`config.mk`:
```
export PLATFORM = sky130hd
export DESIGN_NAME = frame_buf_reader
export DESIGN_NICKNAME = d
export VERILOG_FILES = /design/src/rtl/frame_buf_reader_pkg.sv /design/src/rtl/frame_buf_reader_fifo.sv /design/src/rtl/frame_buf_reader.sv
export SDC_FILE = /design/constraint.sdc
export NUM_CORES = 1
export LEC_CHECK = 0
export ABC_AREA = 0
export BUFFER_PORTS_ARGS = -buffer_cell sky130_fd_sc_hd__buf_2
export CORE_ASPECT_RATIO = 1.1
export CORE_UTILIZATION = 46
export CTS_CLUSTER_SIZE = 10
export DETAILED_ROUTE_END_ITERATION = 6
export PLACE_DENSITY = 0.76
export SLEW_MARGIN = 20
export SYNTH_ARGS = -nofsm -noshare
export SYNTH_HDL_FRONTEND = slang
export SYNTH_HIERARCHICAL = 1
export SYNTH_SLANG_ARGS = --single-unit
```
`constraint.sdc`:
```
create_clock -name rd_clk -period 3.4 [get_ports rd_clk]
set_input_delay 0.17 -clock rd_clk [delete_from_list [all_inputs] [get_ports rd_clk]]
set_output_delay 0.17 -clock rd_clk [all_outputs]
set_load 0.1 [all_outputs]
```
`src/rtl/frame_buf_reader_pkg.sv`:
```
// Shared types and defaults for the frame buffer reader and its output FIFO.
package frame_buf_reader_pkg;

    localparam int WORD_W    = 32;
    localparam int DEF_H_RES = 640;
    localparam int DEF_V_RES = 480;

    typedef enum logic [1:0] {
        ST_IDLE  = 2'd0,
        ST_READ  = 2'd1,
        ST_DRAIN = 2'd2
    } state_t;

    // One output buffer entry: 32-bit word plus its frame/line markers.
    typedef struct packed {
        logic              sof;
        logic              eol;
        logic [WORD_W-1:0] data;
    } pix_word_t;

endpackage

```
`src/rtl/frame_buf_reader_fifo.sv`:
```
// Small synchronous FIFO for pixel words; push and pop in the same cycle
// both succeed even when full.
module frame_buf_reader_fifo
    import frame_buf_reader_pkg::*;
#(
    parameter int DEPTH = 4
) (
    input  logic                   clk,
    input  logic                   reset,
    input  logic                   push,
    input  pix_word_t              din,
    input  logic                   pop,
    output pix_word_t              dout,
    output logic [$clog2(DEPTH):0] count
);

    localparam int AW = $clog2(DEPTH);

    pix_word_t      mem [DEPTH];
    logic [AW-1:0]  wr_ptr;
    logic [AW-1:0]  rd_ptr;
    logic           push_ok;
    logic           pop_ok;

    assign pop_ok  = pop && (count != '0);
    assign push_ok = push && ((count != (AW+1)'(DEPTH)) || pop_ok);
    assign dout    = mem[rd_ptr];

    always_ff @(posedge clk) begin
        if (push_ok)
            mem[wr_ptr] <= din;
    end

    always_ff @(posedge clk) begin
        if (reset) begin
            wr_ptr <= '0;
            rd_ptr <= '0;
            count  <= '0;
        end else begin
            if (push_ok)
                wr_ptr <= wr_ptr + 1'b1;
            if (pop_ok)
                rd_ptr <= rd_ptr + 1'b1;
            case ({push_ok, pop_ok})
                2'b10:   count <= count + 1'b1;
                2'b01:   count <= count - 1'b1;
                default: ;
            endcase
        end
    end

endmodule

```
`src/rtl/frame_buf_reader.sv`:
```
// Reads completed frames out of a double-banked frame buffer and streams
// them as ready/valid words with start-of-frame and end-of-line markers.
module frame_buf_reader
    import frame_buf_reader_pkg::*;
#(
    parameter int H_RES      = DEF_H_RES,
    parameter int V_RES      = DEF_V_RES,
    parameter int ADDR_WIDTH = 20,
    parameter int FIFO_DEPTH = 4
) (
    input  logic                  rd_clk,
    input  logic                  reset,
    input  logic                  enable,
    input  logic                  frame_ready,
    input  logic                  buf_sel,
    output logic                  mem_rd_en_n,
    output logic [ADDR_WIDTH-1:0] mem_addr,
    input  logic [WORD_W-1:0]     mem_data,
    output logic [WORD_W-1:0]     pix_data,
    output logic                  pix_valid,
    input  logic                  pix_ready,
    output logic                  pix_sof,
    output logic                  pix_eol,
    output logic                  busy
);

    localparam int XW = (H_RES > 1) ? $clog2(H_RES) : 1;
    localparam int YW = (V_RES > 1) ? $clog2(V_RES) : 1;
    localparam int CW = $clog2(FIFO_DEPTH) + 1;

    localparam logic [XW-1:0]         X_LAST     = XW'(H_RES - 1);
    localparam logic [YW-1:0]         Y_LAST     = YW'(V_RES - 1);
    localparam logic [ADDR_WIDTH-1:0] BANK1_BASE = ADDR_WIDTH'(H_RES * V_RES);

    state_t                  state;
    state_t                  state_nxt;
    logic                    pend;
    logic                    pend_bank;
    logic [ADDR_WIDTH-1:0]   rd_addr;
    logic [XW-1:0]           x;
    logic [YW-1:0]           y;
    logic                    inflight;
    logic                    infl_sof;
    logic                    infl_eol;
    logic                    start;
    logic                    issue;
    logic                    room;
    logic                    last_rd;
    logic                    fifo_empty;
    logic [CW-1:0]           fifo_cnt;
    pix_word_t               fifo_din;
    pix_word_t               fifo_dout;

    // Reserve a FIFO slot for every read still in flight so a returning
    // word always has somewhere to land.
    assign room       = (fifo_cnt + CW'(inflight)) < CW'(FIFO_DEPTH);
    assign last_rd    = (x == X_LAST) && (y == Y_LAST);
    assign fifo_empty = (fifo_cnt == '0);

    always_comb begin
        state_nxt = state;
        start     = 1'b0;
        issue     = 1'b0;
        case (state)
            ST_IDLE: begin
                if (enable && pend) begin
                    start     = 1'b1;
                    state_nxt = ST_READ;
                end
            end
            ST_READ: begin
                if (room) begin
                    issue = 1'b1;
                    if (last_rd)
                        state_nxt = ST_DRAIN;
                end
            end
            ST_DRAIN: begin
                if (fifo_empty && !inflight) begin
                    if (enable && pend) begin
                        start     = 1'b1;
                        state_nxt = ST_READ;
                    end else begin
                        state_nxt = ST_IDLE;
                    end
                end
            end
            default: state_nxt = ST_IDLE;
        endcase
        if (reset) begin
            start = 1'b0;
            issue = 1'b0;
        end
    end

    always_ff @(posedge rd_clk) begin
        if (reset) begin
            state     <= ST_IDLE;
            pend      <= 1'b0;
            pend_bank <= 1'b0;
            rd_addr   <= '0;
            x         <= '0;
            y         <= '0;
            inflight  <= 1'b0;
            infl_sof  <= 1'b0;
            infl_eol  <= 1'b0;
        end else begin
            state <= state_nxt;
            if (start) begin
                pend    <= 1'b0;
                rd_addr <= pend_bank ? BANK1_BASE : '0;
                x       <= '0;
                y       <= '0;
            end
            // A new frame_ready wins over the consume above; newest bank kept.
            if (frame_ready) begin
                pend      <= 1'b1;
                pend_bank <= buf_sel;
            end
            if (issue) begin
                rd_addr <= rd_addr + 1'b1;
                if (x == X_LAST) begin
                    x <= '0;
                    y <= y + 1'b1;
                end else begin
                    x <= x + 1'b1;
                end
            end
            inflight <= issue;
            infl_sof <= issue && (x == '0) && (y == '0);
            infl_eol <= issue && (x == X_LAST);
        end
    end

    assign fifo_din = '{sof: infl_sof, eol: infl_eol, data: mem_data};

    frame_buf_reader_fifo #(
        .DEPTH (FIFO_DEPTH)
    ) u_fifo (
        .clk   (rd_clk),
        .reset (reset),
        .push  (inflight),
        .din   (fifo_din),
        .pop   (pix_valid && pix_ready),
        .dout  (fifo_dout),
        .count (fifo_cnt)
    );

    assign mem_rd_en_n = ~issue;
    assign mem_addr    = issue ? rd_addr : '0;
    assign pix_valid   = !fifo_empty;
    assign pix_data    = pix_valid ? fifo_dout.data : '0;
    assign pix_sof     = pix_valid && fifo_dout.sof;
    assign pix_eol     = pix_valid && fifo_dout.eol;
    assign busy        = (state != ST_IDLE);

endmodule

```
# --- Word level (Yosys, flattened, before mapping) ---
# Memory sizes are Yosys's and may differ from the RTL's. A register that Yosys moved wholly into a read port is not among the register bits.
# Cells that the tools add are included.
classes:
  add_sub_neg: 8
  order_cmp: 1
  eq_ne: 11
  muxes: 31
  bitwise: 1
  reduce_logical: 24
ops:
  columns: ["op", "count"]
  rows:
  - ["$mux 20", 3]
  - ["$mux 32", 1]
  - ["$mux 10", 3]
  - ["$mux 9", 3]
  - ["$add 20x1->20 const B", 1]
  - ["$mux 19", 1]
  - ["$mux 2", 6]
  - ["$logic_and 1x1->1", 11]
  - ["$mux 1", 11]
  - ["$add 10x1->10 const B", 1]
  - ["$eq 10x10->1 const B", 1]
  - ["$logic_not 10->1", 1]
  - ["$add 9x1->9 const B", 1]
  - ["$eq 9x9->1 const B", 1]
  - ["$logic_not 9->1", 1]
  - ["$ne 2x2->1 const B", 4]
  - ["$reduce_bool 2->1", 4]
  - ["$pmux 2 s3", 1]
  - ["$pmux 3 s2", 1]
  - ["$add 2x1->2 const B", 2]
  - ["$eq 2x1->1 const B", 2]
  - ["$eq 2x2->1 const B", 2]
  - ["$reduce_and 4->1", 1]
  - ["$add 3x1->3", 1]
  - ["other kinds (11)", 12]
totals:
  regBits: 53
  ramBits: 136
  inputBits: 38
  output_inout_bits: 57
  n_memories: 1
mem_list:
  columns: ["memory", "words", "word_bits", "read_ports", "rd_ports_with_merged_regs", "wr", "line", "source"]
  rows:
  - ["u_fifo.mem", 4, 34, 1, 1, 1, "frame_buf_reader_fifo.sv:19", "pix_word_t mem [DEPTH];"]

# --- Longest topological paths before layout ---
# Gate-level depths: netlist of run 1.
depth:
  ltp_word: 8
  mapped_depth: 8

# --- Cells and area by module ---
# The synthesis of run 1 kept the hierarchy.
by_module_without_submodules:
  columns: ["mod", "instances", "cells_per_inst", "area_each_um2"]
  rows:
  - ["frame_buf_reader_fifo", 1, 233, 5400.2]
  - ["frame_buf_reader", 1, 353, 2778.9]

# --- Worst setup path before layout of run 1 ---
# OpenSTA, ideal clock, no wires.
synth_timing:
  path_type: "register -> output"
  from: "register u_fifo.count[0]"
  to: "output mem_addr[12]"
  arrival_time_ns: 2.749
  required_time_ns: 3.230
  setup_slack_ns: 0.481
  stages_incl_launch_ff: 7
  path_buffers: 1
  path_cell_list: "dfxtp_1 -> and3_1 -> xor2_2 -> nor2_1 -> inv_1 -> buf_2 -> nor2_1"
synth_between:
  elab_chain_cells: 6
synth_lines:
  columns: ["element", "line", "source"]
  rows:
  - ["start, declared", "frame_buf_reader_fifo.sv:14", "output logic [$clog2(DEPTH):0] count"]
  - ["start signal, assigned", "frame_buf_reader_fifo.sv:45", "2'b10: count <= count + 1'b1;"]
  - ["start signal, assigned", "frame_buf_reader_fifo.sv:46", "2'b01: count <= count - 1'b1;"]
  - ["$add 3x1->3", "frame_buf_reader.sv:56", "assign room = (fifo_cnt + CW'(inflight)) < CW'(FIFO_DEPTH);"]
  - ["$lt 3x3->1", "frame_buf_reader.sv:56", null]
  - ["$mux 1", "frame_buf_reader.sv:72", "if (room) begin"]
  - ["$mux 1", "frame_buf_reader.sv:64", "case (state)"]
  - ["$mux 1", "frame_buf_reader.sv:90", "if (reset) begin"]
  - ["$mux 20", "frame_buf_reader.sv:150", "assign mem_addr = issue ? rd_addr : '0;"]
  - ["end, declared", "frame_buf_reader.sv:17", "output logic [ADDR_WIDTH-1:0] mem_addr,"]
# No other way between the ends.

# --- Worst setup path in the final report of run 1 ---
layout_timing:
  from: "register u_fifo.count[2]"
  to: "register u_fifo.count[2]"
layout_between:
  elab_chain_cells: 8
layout_lines:
  columns: ["element", "line", "source"]
  rows:
  - ["$logic_not 3->1", "frame_buf_reader.sv:58", "assign fifo_empty = (fifo_cnt == '0);"]
  - ["$logic_not 1->1", "frame_buf_reader.sv:151", "assign pix_valid = !fifo_empty;"]
  - ["$logic_and 1x1->1", "frame_buf_reader.sv:144", ".pop (pix_valid && pix_ready),"]
  - ["$logic_and 1x1->1", "frame_buf_reader_fifo.sv:25", "assign pop_ok = pop && (count != '0);"]
  - ["$logic_or 1x1->1", "frame_buf_reader_fifo.sv:26", "assign push_ok = push && ((count != (AW+1)'(DEPTH)) || pop_ok);"]
  - ["$logic_and 1x1->1", "frame_buf_reader_fifo.sv:26", null]
  - ["$eq 2x1->1 or $eq 2x2->1 (tied branches)", "frame_buf_reader_fifo.sv:44", "case ({push_ok, pop_ok})"]
  - ["$pmux 3 s2 or $reduce_bool 2->1 (tied branches)", null, null]
# Parallel ways exist; a longest one is shown, timed or not.
# A chain may end at the register's enable or synchronous reset.

==> results of run 1 <==
cell type report:
cell class | instances | area share (%)
Clock buffer | 18 | 4.35
Clock inverter | 14 | 1.84
Inverter | 20 | 0.761
Multi-Input combinational cell | 346 | 28.4
Sequential cell | 191 | 52.6
Tap cell | 234 | 2.97
Timing Repair Buffer | 139 | 9.06
power groups by stage:
stage	registers [W]	clock network (W)	logic [W]
after floorplan	0.00257	0	0.0000950
after global routing	0.00252	0.00213	0.000204
after global placement	0.00257	0	0.000150
final	0.00252	0.00200	0.000188
after CTS	0.00252	0.00204	0.000189
after detailed placement	0.00257	0	0.000157
sequential cells by signal, summed over array words and instances (netlist names), 2 cells and up, named ones only:
signal and cells:
x 10, state 2, u_fifo/mem 136, y 9, u_fifo/count 3, u_fifo/wr_ptr 2, u_fifo/rd_ptr 2, rd_addr 20
worst max-delay path: cells and delay by family (launching register included):
family	cells	cell delay, ps
muxes	1	370
and+or+nand+nor	4	910
adders and majority gates	1	380
AOI/OAI and AO/OA	2	590
DFF	1	670
stage by stage:
| step | hold WS (ps) | util (%) | cell area [µm²] |
|---|---|---|---|
| floorplan | 269 | - | 8180 |
| global placement | 381 | 51.7 | 8900 |
| detailed placement | 387 | 51.7 | 8900 |
| CTS | 65.8 | 57.3 | 9850 |
| global route | 90.8 | 57.3 | 9860 |
| finish | 79.8 | 57.3 | 9860 |
how the worst max path moves through the flow:
stage / start / to / slack, ps / cells past startpoint
floorplan: u_fifo/count[0] / mem_addr[12] / 480 / 6
global placement: inflight / y[6] / 700 / 5
detailed placement: u_fifo/count[2] / u_fifo/count[2] / 500 / 8
CTS: inflight / mem_addr[18] / 400 / 5
global route: u_fifo/count[2] / u_fifo/count[2] / 140 / 8
finish: u_fifo/count[2] / u_fifo/count[2] / 360 / 8
repair_timing:
item                                   4_1_cts  5_1_grt
endpoints found under the hold margin      130        0
resized for setup                            0        0
hold buffers                                34        0
setup buffers                                0        0
routing by layer:
metal  wire length (µm)  track usage (%)  vias up
met5                  0                0        -
met1               7030             23.5     2632
met2               8780             33.5      176
li1                   -                -     2500
met3                774             3.92       13
met4                166             6.38        0
kinds of logic after synthesis:
group / after synthesis / share of synthesized area, %
mux: 45 / 10.8
compound gates: 66 / 5.43
xor+xnor: 12 / 1.47
fa+ha+maj: 10 / 1.62
buf+inv: 49 / 2.57
flops: 191 / 63.4
simple gates: 213 / 14.7
synth_stat cells (6+ instances only):
master,n
nor4_1,7
nand4_1,11
o311ai_0,6
nor2_1,35
o21ai_0,7
clkbuf_1,11
xnor2_1,6
nor3_1,8
or4_1,9
nor2b_1,37
inv_1,19
nand2_1,25
ha_1,9
edfxtp_1,136
nand3_1,27
and3_1,24
buf_2,8
a21oi_1,22
mux4_2,34
dfxtp_1,55
cell usage in the layout (no fill, tap or decap), types with 9 or more instances in the layout:
cell	count
edfxtp_1	136
buf_2	94
dfxtp_1	53
nor2b_1	37
nor2_1	35
dlygate4sd3_1	34
mux4_2	34
nand3_1	27
nand2_1	25
and3_1	24
a21oi_1	22
inv_1	19
clkbuf_16	17
nand4_1	11
buf_4	11
or4_1	9
ha_1	9
==> impl_metrics.csv, run 1 <==
group,metric,value,unit
timing,rsz0062_at_grt,"false",
yosys,ys.warnings.count,6,
timing,finalWorstSetupSlack,364,ps
setup_path,setup.worst_path.end_class,"flop",
setup_path,cp-start-kind,"flop",
yosys,ys_ff_latch,191,
final_layout,nets,763,
die,ios,95,
power_and_ir_drop,p_per_area,477,nW/µm²
timing,report.final.slew_viol_count,0,
yosys,synth_top_area_share,49.9,%
yosys,syn_nets,634,
cts,cts_tree,"yes",
timing,slew_headroom,40.0,%
power_and_ir_drop,swShare,22.4,%
die,die_x,129,µm
timing,max_freq,0.329,GHz
die,core_area,17200,µm²
detailed_routing,drc,0,
yosys,synthCells,586,
die,start_util,47.5,%
detailed_routing,via_per_inst,5.53,
worst_hold_path,hp-start,"reset",
yosys,ys.flop_type,"edfxtp_1",
timing,period_share,89.3,%
power_and_ir_drop,p_comb_share,4.0,%
cts,cts.sinks,191,
power_and_ir_drop,p_leak,3.51,nW
worst_hold_path,hold_end,"y[0]",
setup_path,cp.required,3710,ps
placement,dpl.hpwl,10.6,mm
global_route,grt_use_total,19.2,%
placement,port_buffers,94,
setup_path,path_class,"reg2reg",
status,outcome,"complete, no violations",
final_layout,multi_input_area,2810,µm²
detailed_routing,wl_per_cell,17.4,µm
yosys,syn_area_per_cell,14.0,µm²
setup_path,r2r_setup_slack,360,ps
worst_hold_path,holdCritPathClass,"in2reg",
global_route,grt_pass1_vias,5377,
detailed_routing,drt-initial-drc-count,386,
global_route,antenna_found_initial,0,
cts,clk_latency,430,ps
setup_path,slowest_stage,"dfxtp_1",
yosys,yosys.area.top_type,"edfxtp_1",
timing,clock_skew,17.3,ps
timing,fin_crit,3040,ps
final_layout,synthToLayoutAreaGrowth,20.6,%
yosys,synth-async-reset-ratio,0,%
final_layout,diodes,0,
die,rows,50,
timing,tns,0,ps
power_and_ir_drop,p_int,0.00366,W
yosys,syn-cell-area,8180,µm²
setup_path,slowest_delay,670,ps
final_layout,drive_above_1_share,26.5,%
final_layout,fin_cells,962,
global_route,gr-total-overflow,0,
placement,gp_congestion,0.848,
placement,place_ws,505,ps
placement,place_inst,896,
cts,cts_root_buf,"clkbuf_16",
setup_path,r2r_end,"u_fifo/count[2]",
setup_path,path_cells,"nor3_2 > nor2b_1 > o31a_1 > or2b_1 > fa_1 > nand2b_1 > o31ai_1 > mux2_1",
power_and_ir_drop,vdd_ir_drop_max,326,µV
power_and_ir_drop,p_clk_share,42.5,%
detailed_routing,route.vias.total,5321,
power_and_ir_drop,share_seq_of_total_power,53.5,%
detailed_routing,postRouteAntennaNets,0,
yosys,ys_types,63,
timing,max_slew.worst_pin.slew,900,ps
detailed_routing,drt-total-wl,16.8,mm
worst_hold_path,whs_path_depth,3,
cts,htree_levels,4,
setup_path,critical_path.max_fanout,10,
power_and_ir_drop,p_switching,0.00105,W
setup_path,reg2regPathDepth,8,
final_layout,fillCellCount,1321,
die,die_h,142,µm
detailed_routing,firstDrtPassIters,5,
cts,clockBufferDepth,2,
cts,numCtsBuffers,17,
flow_run,max-cap-violations,0,
timing,setup_viol,0,
timing,timing.final.hold_violations,0,
cts,cts.clk_slew.worst_paths,80,ps
global_route,grt_max_degree,44,
global_route,grt_pass1_wl,27.2,mm
yosys,synth-edff-count,136,
yosys,seq_area_frac_synth,63.4,%
yosys,synthTopCellsByArea,"edfxtp_1, dfxtp_1, mux4_2, nor2b_1, and3_1",
setup_path,r2r-start,"u_fifo/count[2]",
die,die-area,18300,µm²
power_and_ir_drop,p_total,0.00471,W
setup_path,worstPathArrival,3350,ps
final_layout,seq_area,5190,µm²
Power figures use the tool's default switching activity.
==> run 2: changes to the inputs <==
--- a/config.mk
+++ b/config.mk
@@ -7,13 +7,14 @@
 export LEC_CHECK = 0
 export ABC_AREA = 0
 export BUFFER_PORTS_ARGS = -buffer_cell sky130_fd_sc_hd__buf_2
+export CELL_PAD_IN_SITES_DETAIL_PLACEMENT = 1
+export CELL_PAD_IN_SITES_GLOBAL_PLACEMENT = 2
 export CORE_ASPECT_RATIO = 1.1
-export CORE_UTILIZATION = 46
+export CORE_UTILIZATION = 41
 export CTS_CLUSTER_SIZE = 10
 export DETAILED_ROUTE_END_ITERATION = 6
-export PLACE_DENSITY = 0.76
+export PLACE_DENSITY = 0.9
 export SLEW_MARGIN = 20
 export SYNTH_ARGS = -nofsm -noshare
 export SYNTH_HDL_FRONTEND = slang
-export SYNTH_HIERARCHICAL = 1
 export SYNTH_SLANG_ARGS = --single-unit
==> run 2 against run 1 <==
Effect of this change:
- register-to-register slack better by 540 ps
- power is 14% higher
- global-route usage is 1.4 points higher
- critical path type is now reg2out
- synthesized area is 0.18% higher
- hold slack worse by 3.7 ps
- critical endpoint is now mem_addr[15]
- largest cell class unchanged
- synthesized cell count is 0.68% higher
==> impl_metrics.csv, run 2 <==
group,metric,value,unit
cts,cts.sinks,191,
detailed_routing,wl_per_cell,21.0,µm
yosys,yosys.area.top_type,"edfxtp_1",
worst_hold_path,whs_path_depth,2,
final_layout,final_cell_mix,"edfxtp_1, buf_2, dfxtp_1",
final_layout,largest_reg_flops,136,
global_route,grt_max_degree,43,
die,rows,53,
setup_path,cp-start-kind,"flop",
final_layout,nets,755,
final_layout,multi_input_area,2780,µm²
yosys,ys.flop_type,"edfxtp_1",
timing,clock_skew,6.13,ps
yosys,synthCells,590,
global_route,grt_pass1_vias,5822,
global_route,grt_use_total,20.6,%
timing,slew_headroom,35.4,%
final_layout,final_util,50.4,%
global_route,grt_pass1_wl,31.8,mm
yosys,ys_ff_latch,191,
setup_path,worstPathArrival,2730,ps
yosys,synthTopCellsByArea,"edfxtp_1, dfxtp_1, mux4_2, and2_1, nand3_1",
cts,clk_latency,430,ps
cts,ctsResizeCount,0,
cts,numCtsBuffers,17,
die,ios,95,
global_route,gr-total-overflow,0,
final_layout,final_common_cell,"edfxtp_1",
yosys,syn-cell-area,8190,µm²
detailed_routing,via_per_inst,5.59,
placement,port_buffers,94,
yosys,syn_nets,639,
power_and_ir_drop,vdd_ir_drop_max,391,µV
power_and_ir_drop,p_leak,3.34,nW
detailed_routing,drc,0,
cts,postCtsSetupRepairBufs,0,
setup_path,reg2regPathDepth,5,
die,die_h,150,µm
setup_path,path_cells,"nor4bb_1 > mux2_4 > inv_2 > nor2_1 > buf_2",
setup_path,r2r_setup_slack,900,ps
final_layout,fillCellCount,1946,
timing,tns,0,ps
detailed_routing,drt-initial-drc-count,212,
yosys,synth-edff-count,136,
die,core_area,19400,µm²
detailed_routing,firstDrtPassIters,4,
timing,max_slew.worst_pin.slew,969,ps
cts,clockBufferDepth,2,
detailed_routing,postRouteAntennaNets,0,
worst_hold_path,holdCritPathClass,"in2reg",
yosys,synth-async-reset-ratio,0,%
yosys,syn_area_per_cell,13.9,µm²
timing,rsz0062_at_grt,"false",
setup_path,cp.required,3230,ps
final_layout,synthToLayoutAreaGrowth,19.1,%
cts,cts.clk_slew.worst_paths,70,ps
yosys,synthTopCellsByCount,"edfxtp_1, and2_1, dfxtp_1",
cts,cts_tree,"yes",
yosys,synth_top_area_share,49.8,%
setup_path,path_delay_family,"buffers and inverters",
timing,max_freq,0.344,GHz
timing,setup_viol,0,
setup_path,critical_path.max_fanout,31,
setup_path,r2r-start,"u_fifo.count[2]",
yosys,seq_area_frac_synth,63.3,%
timing,fin_crit,2900,ps
setup_path,critPathBufInv,2,
detailed_routing,route.vias.total,5395,
die,start_util,42.3,%
yosys,ys.warnings.count,0,
final_layout,top_regs,"u_fifo.mem: 136 flops, rd_addr: 20 flops, x: 10 flops",
flow_run,max-cap-violations,0,
yosys,synth_most_common_cell,"edfxtp_1",
final_layout,seq_area,5190,µm²
detailed_routing,drt-total-wl,20.3,mm
setup_path,r2r_end,"rd_addr[19]",
die,die_x,137,µm
worst_hold_path,hp-start,"reset",
placement,dpl.hpwl,13.2,mm
status,outcome,"complete, no violations",
power_and_ir_drop,p_per_area,549,nW/µm²
final_layout,top_register,"u_fifo.mem",
timing,period_share,85.4,%
cts,cts_root_buf,"clkbuf_16",
placement,gp_congestion,0.789,
final_layout,drive_above_1_share,24.8,%
worst_hold_path,hold_end,"u_fifo.wr_ptr[1]",
die,die-area,20600,µm²
cts,holdBufCountCts,34,
cts,htree_levels,4,
final_layout,diodes,0,
yosys,ys_types,50,
setup_path,setup.worst_path.end_class,"primary output",
timing,timing.final.hold_violations,0,
setup_path,slowest_delay,530,ps
setup_path,slowest_stage,"dfxtp_1",
timing,report.final.slew_viol_count,0,
setup_path,path_class,"reg2out",
global_route,antenna_found_initial,0,
## run 2: per-stage QoR
step                cell area [µm²]  worst slack [ps]  hold WS (ps)  std cells  power, W
detailed placement             8870               882           388        900   0.00350
global placement               8870              1090           380        900   0.00347
CTS                            9760               479          67.8        965   0.00540
floorplan                      8190               479           269        590   0.00331
global route                   9760               366          72.2        965   0.00553
finish                         9760               495          76.1        965   0.00535
## run 2: worst register-to-register path, delay by kind of cell, from the launching register on
family                 cells  cell delay [ps]
buffers and inverters      1              310
muxes                      2              780
and+or+nand+nor            2              780
DFF                        1              530
## run 2: power breakdown
group	switching [W]	leakage [nW]	internal [W]
Sequential	0.0000373	1.67	0.00251
Clock	0.000918	0.267	0.000962
Combinational	0.000697	1.41	0.000226
Total	0.00165	3.34	0.00370
## run 2: cell families after synthesis
| kind of cell | synth area share [%] |
|---|---|
| and+or+nand+nor | 14.3 |
| xor gates and xnor gates | 0.962 |
| buffers and inverters | 2.90 |
| DFF | 63.3 |
| muxes | 10.8 |
| AOI/OAI and AO/OA | 6.00 |
| adders and majority gates | 1.77 |
## run 2: how the worst max path moves through the flow
| stage | to | slack [ps] | start | depth (start not counted) |
|---|---|---|---|---|
| 2_1_floorplan | mem_addr[15] | 480 | u_fifo.count[2] | 7 |
| 3_3_place_gp | u_fifo.count[2] | 1090 | u_fifo.count[2] | 9 |
| 3_5_place_dp | rd_addr[19] | 880 | u_fifo.count[2] | 5 |
| 4_1_cts | mem_addr[15] | 480 | u_fifo.count[2] | 5 |
| 5_1_grt | mem_addr[15] | 370 | u_fifo.count[2] | 5 |
| 6_report | mem_addr[15] | 500 | u_fifo.count[2] | 5 |
## run 2: final cells by class
class,instances,share of cell area [%]
flip-flops and latches,191,53.2
multi-input cells,342,28.5
repair buffers,135,8.85
clock buffers,17,4.36
well taps,247,3.17
clock inverters,14,1.27
inverters,19,0.731
## run 2: routing by layer
| layer | global-route usage (%) | vias up | wire [µm] |
|---|---|---|---|
| li1 | - | 2505 | - |
| met1 | 24.2 | 2752 | 8400 |
| met2 | 37.4 | 122 | 10800 |
| met3 | 4.24 | 16 | 906 |
| met4 | 6.10 | 0 | 173 |
| met5 | 0 | - | 0 |
==> run 3: changes to the inputs <==
--- a/config.mk
+++ b/config.mk
@@ -5,15 +5,15 @@
 export SDC_FILE = /design/constraint.sdc
 export NUM_CORES = 1
 export LEC_CHECK = 0
-export ABC_AREA = 0
+export ABC_AREA = 1
 export BUFFER_PORTS_ARGS = -buffer_cell sky130_fd_sc_hd__buf_2
 export CELL_PAD_IN_SITES_DETAIL_PLACEMENT = 1
 export CELL_PAD_IN_SITES_GLOBAL_PLACEMENT = 2
 export CORE_ASPECT_RATIO = 1.1
-export CORE_UTILIZATION = 41
+export CORE_UTILIZATION = 37
 export CTS_CLUSTER_SIZE = 10
 export DETAILED_ROUTE_END_ITERATION = 6
-export PLACE_DENSITY = 0.9
+export PLACE_DENSITY = 0.91
 export SLEW_MARGIN = 20
 export SYNTH_ARGS = -nofsm -noshare
 export SYNTH_HDL_FRONTEND = slang
==> run 3 against run 2 <==
Effect of this change:
- utilization decreased by 2.5 points
- via count increased by 22%
- combinational power increased to 3.8 times the previous value
- hold slack got worse by 47 ps
- cell area increased by 9.2%
- largest power group is now combinational logic
==> impl_metrics.csv, run 3 <==
group,metric,value,unit
status,outcome,"complete, no violations",
detailed_routing,drt-initial-drc-count,236,
final_layout,largest_reg_flops,136,
setup_path,setup.worst_path.end_class,"primary output",
timing,period_share,82.2,%
yosys,synthTopCellsByArea,"edfxtp_1, dfxtp_1, nor2_1, o21ai_0, nand2_1",
global_route,grt_pass1_wl,35.9,mm
yosys,ys.warnings.count,0,
final_layout,synthToLayoutAreaGrowth,26.3,%
die,die_x,146,µm
global_route,grt_use_total,19.4,%
timing,setup_viol,0,
setup_path,reg2regPathDepth,11,
timing,rsz0062_at_grt,"false",
worst_hold_path,hp-start,"frame_ready",
cts,cts_root_buf,"clkbuf_16",
yosys,ys_ff_latch,191,
setup_path,r2r-start,"u_fifo.count[0]",
setup_path,cp.required,3230,ps
die,rows,57,
detailed_routing,wl_per_cell,16.7,µm
cts,clockBufferDepth,2,
global_route,gr-total-overflow,0,
timing,max_freq,0.358,GHz
yosys,syn_nets,948,
setup_path,path_class,"reg2out",
final_layout,top_regs,"u_fifo.mem: 136 flops, rd_addr: 20 flops, x: 10 flops",
placement,dpl.hpwl,14.1,mm
timing,max_slew.worst_pin.slew,1030,ps
yosys,yosys.area.top_type,"edfxtp_1",
setup_path,r2r_setup_slack,970,ps
detailed_routing,route.vias.total,6593,
cts,cts.clk_slew.worst_paths,70,ps
power_and_ir_drop,p_leak,3.85,nW
placement,port_buffers,94,
timing,report.final.slew_viol_count,0,
final_layout,nets,1066,
final_layout,final_common_cell,"nor2_1",
yosys,syn-cell-area,8440,µm²
power_and_ir_drop,p_per_area,759,nW/µm²
cts,holdBufCountCts,33,
die,start_util,37.9,%
final_layout,fillCellCount,2523,
global_route,grt_max_degree,69,
detailed_routing,drc,0,
global_route,grt_pass1_vias,6953,
cts,cts.sinks,191,
cts,clk_latency,430,ps
power_and_ir_drop,vdd_ir_drop_max,402,µV
final_layout,drive_above_1_share,16.4,%
final_layout,final_util,47.9,%
worst_hold_path,whs_path_depth,3,
die,ios,95,
setup_path,r2r_end,"u_fifo.count[2]",
global_route,antenna_found_initial,0,
cts,ctsResizeCount,0,
worst_hold_path,holdCritPathClass,"in2reg",
timing,clock_skew,12.3,ps
worst_hold_path,hold_end,"pend",
die,die-area,23400,µm²
setup_path,worstPathArrival,2630,ps
yosys,synth-async-reset-ratio,0,%
setup_path,critical_path.max_fanout,44,
timing,timing.final.hold_violations,0,
yosys,synth_top_area_share,48.4,%
detailed_routing,postRouteAntennaNets,0,
yosys,synth_most_common_cell,"nor2_1",
yosys,syn_area_per_cell,9.39,µm²
final_layout,multi_input_area,2830,µm²
timing,fin_crit,2800,ps
detailed_routing,drt-total-wl,22.2,mm
timing,slew_headroom,31.1,%
die,core_area,22300,µm²
final_layout,diodes,0,
cts,htree_levels,4,
yosys,synth-edff-count,136,
die,die_h,160,µm
placement,gp_congestion,0.772,
cts,cts_tree,"yes",
yosys,seq_area_frac_synth,61.4,%
detailed_routing,firstDrtPassIters,4,
cts,numCtsBuffers,17,
final_layout,final_cell_mix,"nor2_1, edfxtp_1, nand2_1",
final_layout,seq_area,5190,µm²
final_layout,top_register,"u_fifo.mem",
timing,tns,0,ps
cts,postCtsSetupRepairBufs,0,
setup_path,cp-start-kind,"flop",
yosys,ys_types,35,
detailed_routing,via_per_inst,4.98,
yosys,synthCells,899,
yosys,synthTopCellsByCount,"nor2_1, edfxtp_1, nand2_1",
yosys,ys.flop_type,"edfxtp_1",
flow_run,max-cap-violations,0,
==> run 3: cell count changes in the layout (fill, tap and decap cells not counted), moves of 12 or more <==
cell,delta
buf_2,-34
a21oi_1,+47
and2_1,-51
o21ai_0,+93
buf_12,+36
nand2_1,+94
nor2_1,+174
mux4_2,-34
nand3_1,+12
or4_1,-18
inv_1,+47
==> run 3: area by class of cell <==
type                       instances  share of cell area [%]
inverter                          73                    2.57
multi-input combinational        597                    26.6
clock buffer                      18                    4.03
sequential                       191                    48.7
timing repair buffer             137                    13.2
clock inverter                    14                    1.46
tap                              295                    3.46
==> run 3: worst max-delay path by stage <==
stage,start,endpoint,cells after the start
CTS,flop,pix_eol,4
detailed placement,u_fifo.count[0],u_fifo.count[2],11
global route,flop,pix_data[22],6
floorplan,u_fifo.count[0],pix_data[21],5
finish,flop,pix_data[22],6
global placement,u_fifo.count[0],u_fifo.count[2],11
==> run 3: where the power goes <==
group,internal [W],switching [W],total [W]
logic,0.00103,0.00249,0.00351
registers,0.00254,0.0000711,0.00261
clock network,0.000993,0.000978,0.00197
total,0.00456,0.00353,0.00809
==> run 3: routing by layer <==
metal / global-route usage [%] / vias to the layer above / part of all wire, %
met5: 0 / - / 0
met4: 5.30 / 0 / 0.84
met2: 36.0 / 121 / 53
met1: 23.3 / 3197 / 43
met3: 2.87 / 13 / 2.9
li1: - / 3262 / -
==> run 3: kinds of logic (layout without fill, tap and decap cells) <==
group	Yosys count	count (layout)	synth area share (%)
buffers and inverters	111	242	5.35
AOI/OAI and AO/OA	179	179	10.7
DFF	191	191	61.4
xor gates and xnor gates	4	4	0.415
adders and majority gates	11	11	1.72
and+or+nand+nor	403	403	20.4
==> run 3: stage by stage <==
| step | power [W] | hold slack [ps] | std cells | instance area, µm² | worst slack (ps) |
|---|---|---|---|---|---|
| 4_1_cts | 0.00817 | 10.0 | 1325 | 10700 | 558 |
| 3_5_place_dp | 0.00617 | 389 | 1260 | 9740 | 962 |
| 5_1_grt | 0.00837 | 32.0 | 1325 | 10700 | 391 |
| 3_3_place_gp | 0.00613 | 381 | 1260 | 9740 | 985 |
| 2_1_floorplan | 0.00491 | 249 | 899 | 8440 | 165 |
| 6_report | 0.00809 | 29.1 | 1325 | 10700 | 605 |
==> run 3: critical path: stages (launching register included) <==
cell and delay (ps):
dfxtp_2 670, buf_4 530, nor2_1 140, nor2_1 200, o21ai_0 150, a21oi_1 290
buf_12 220
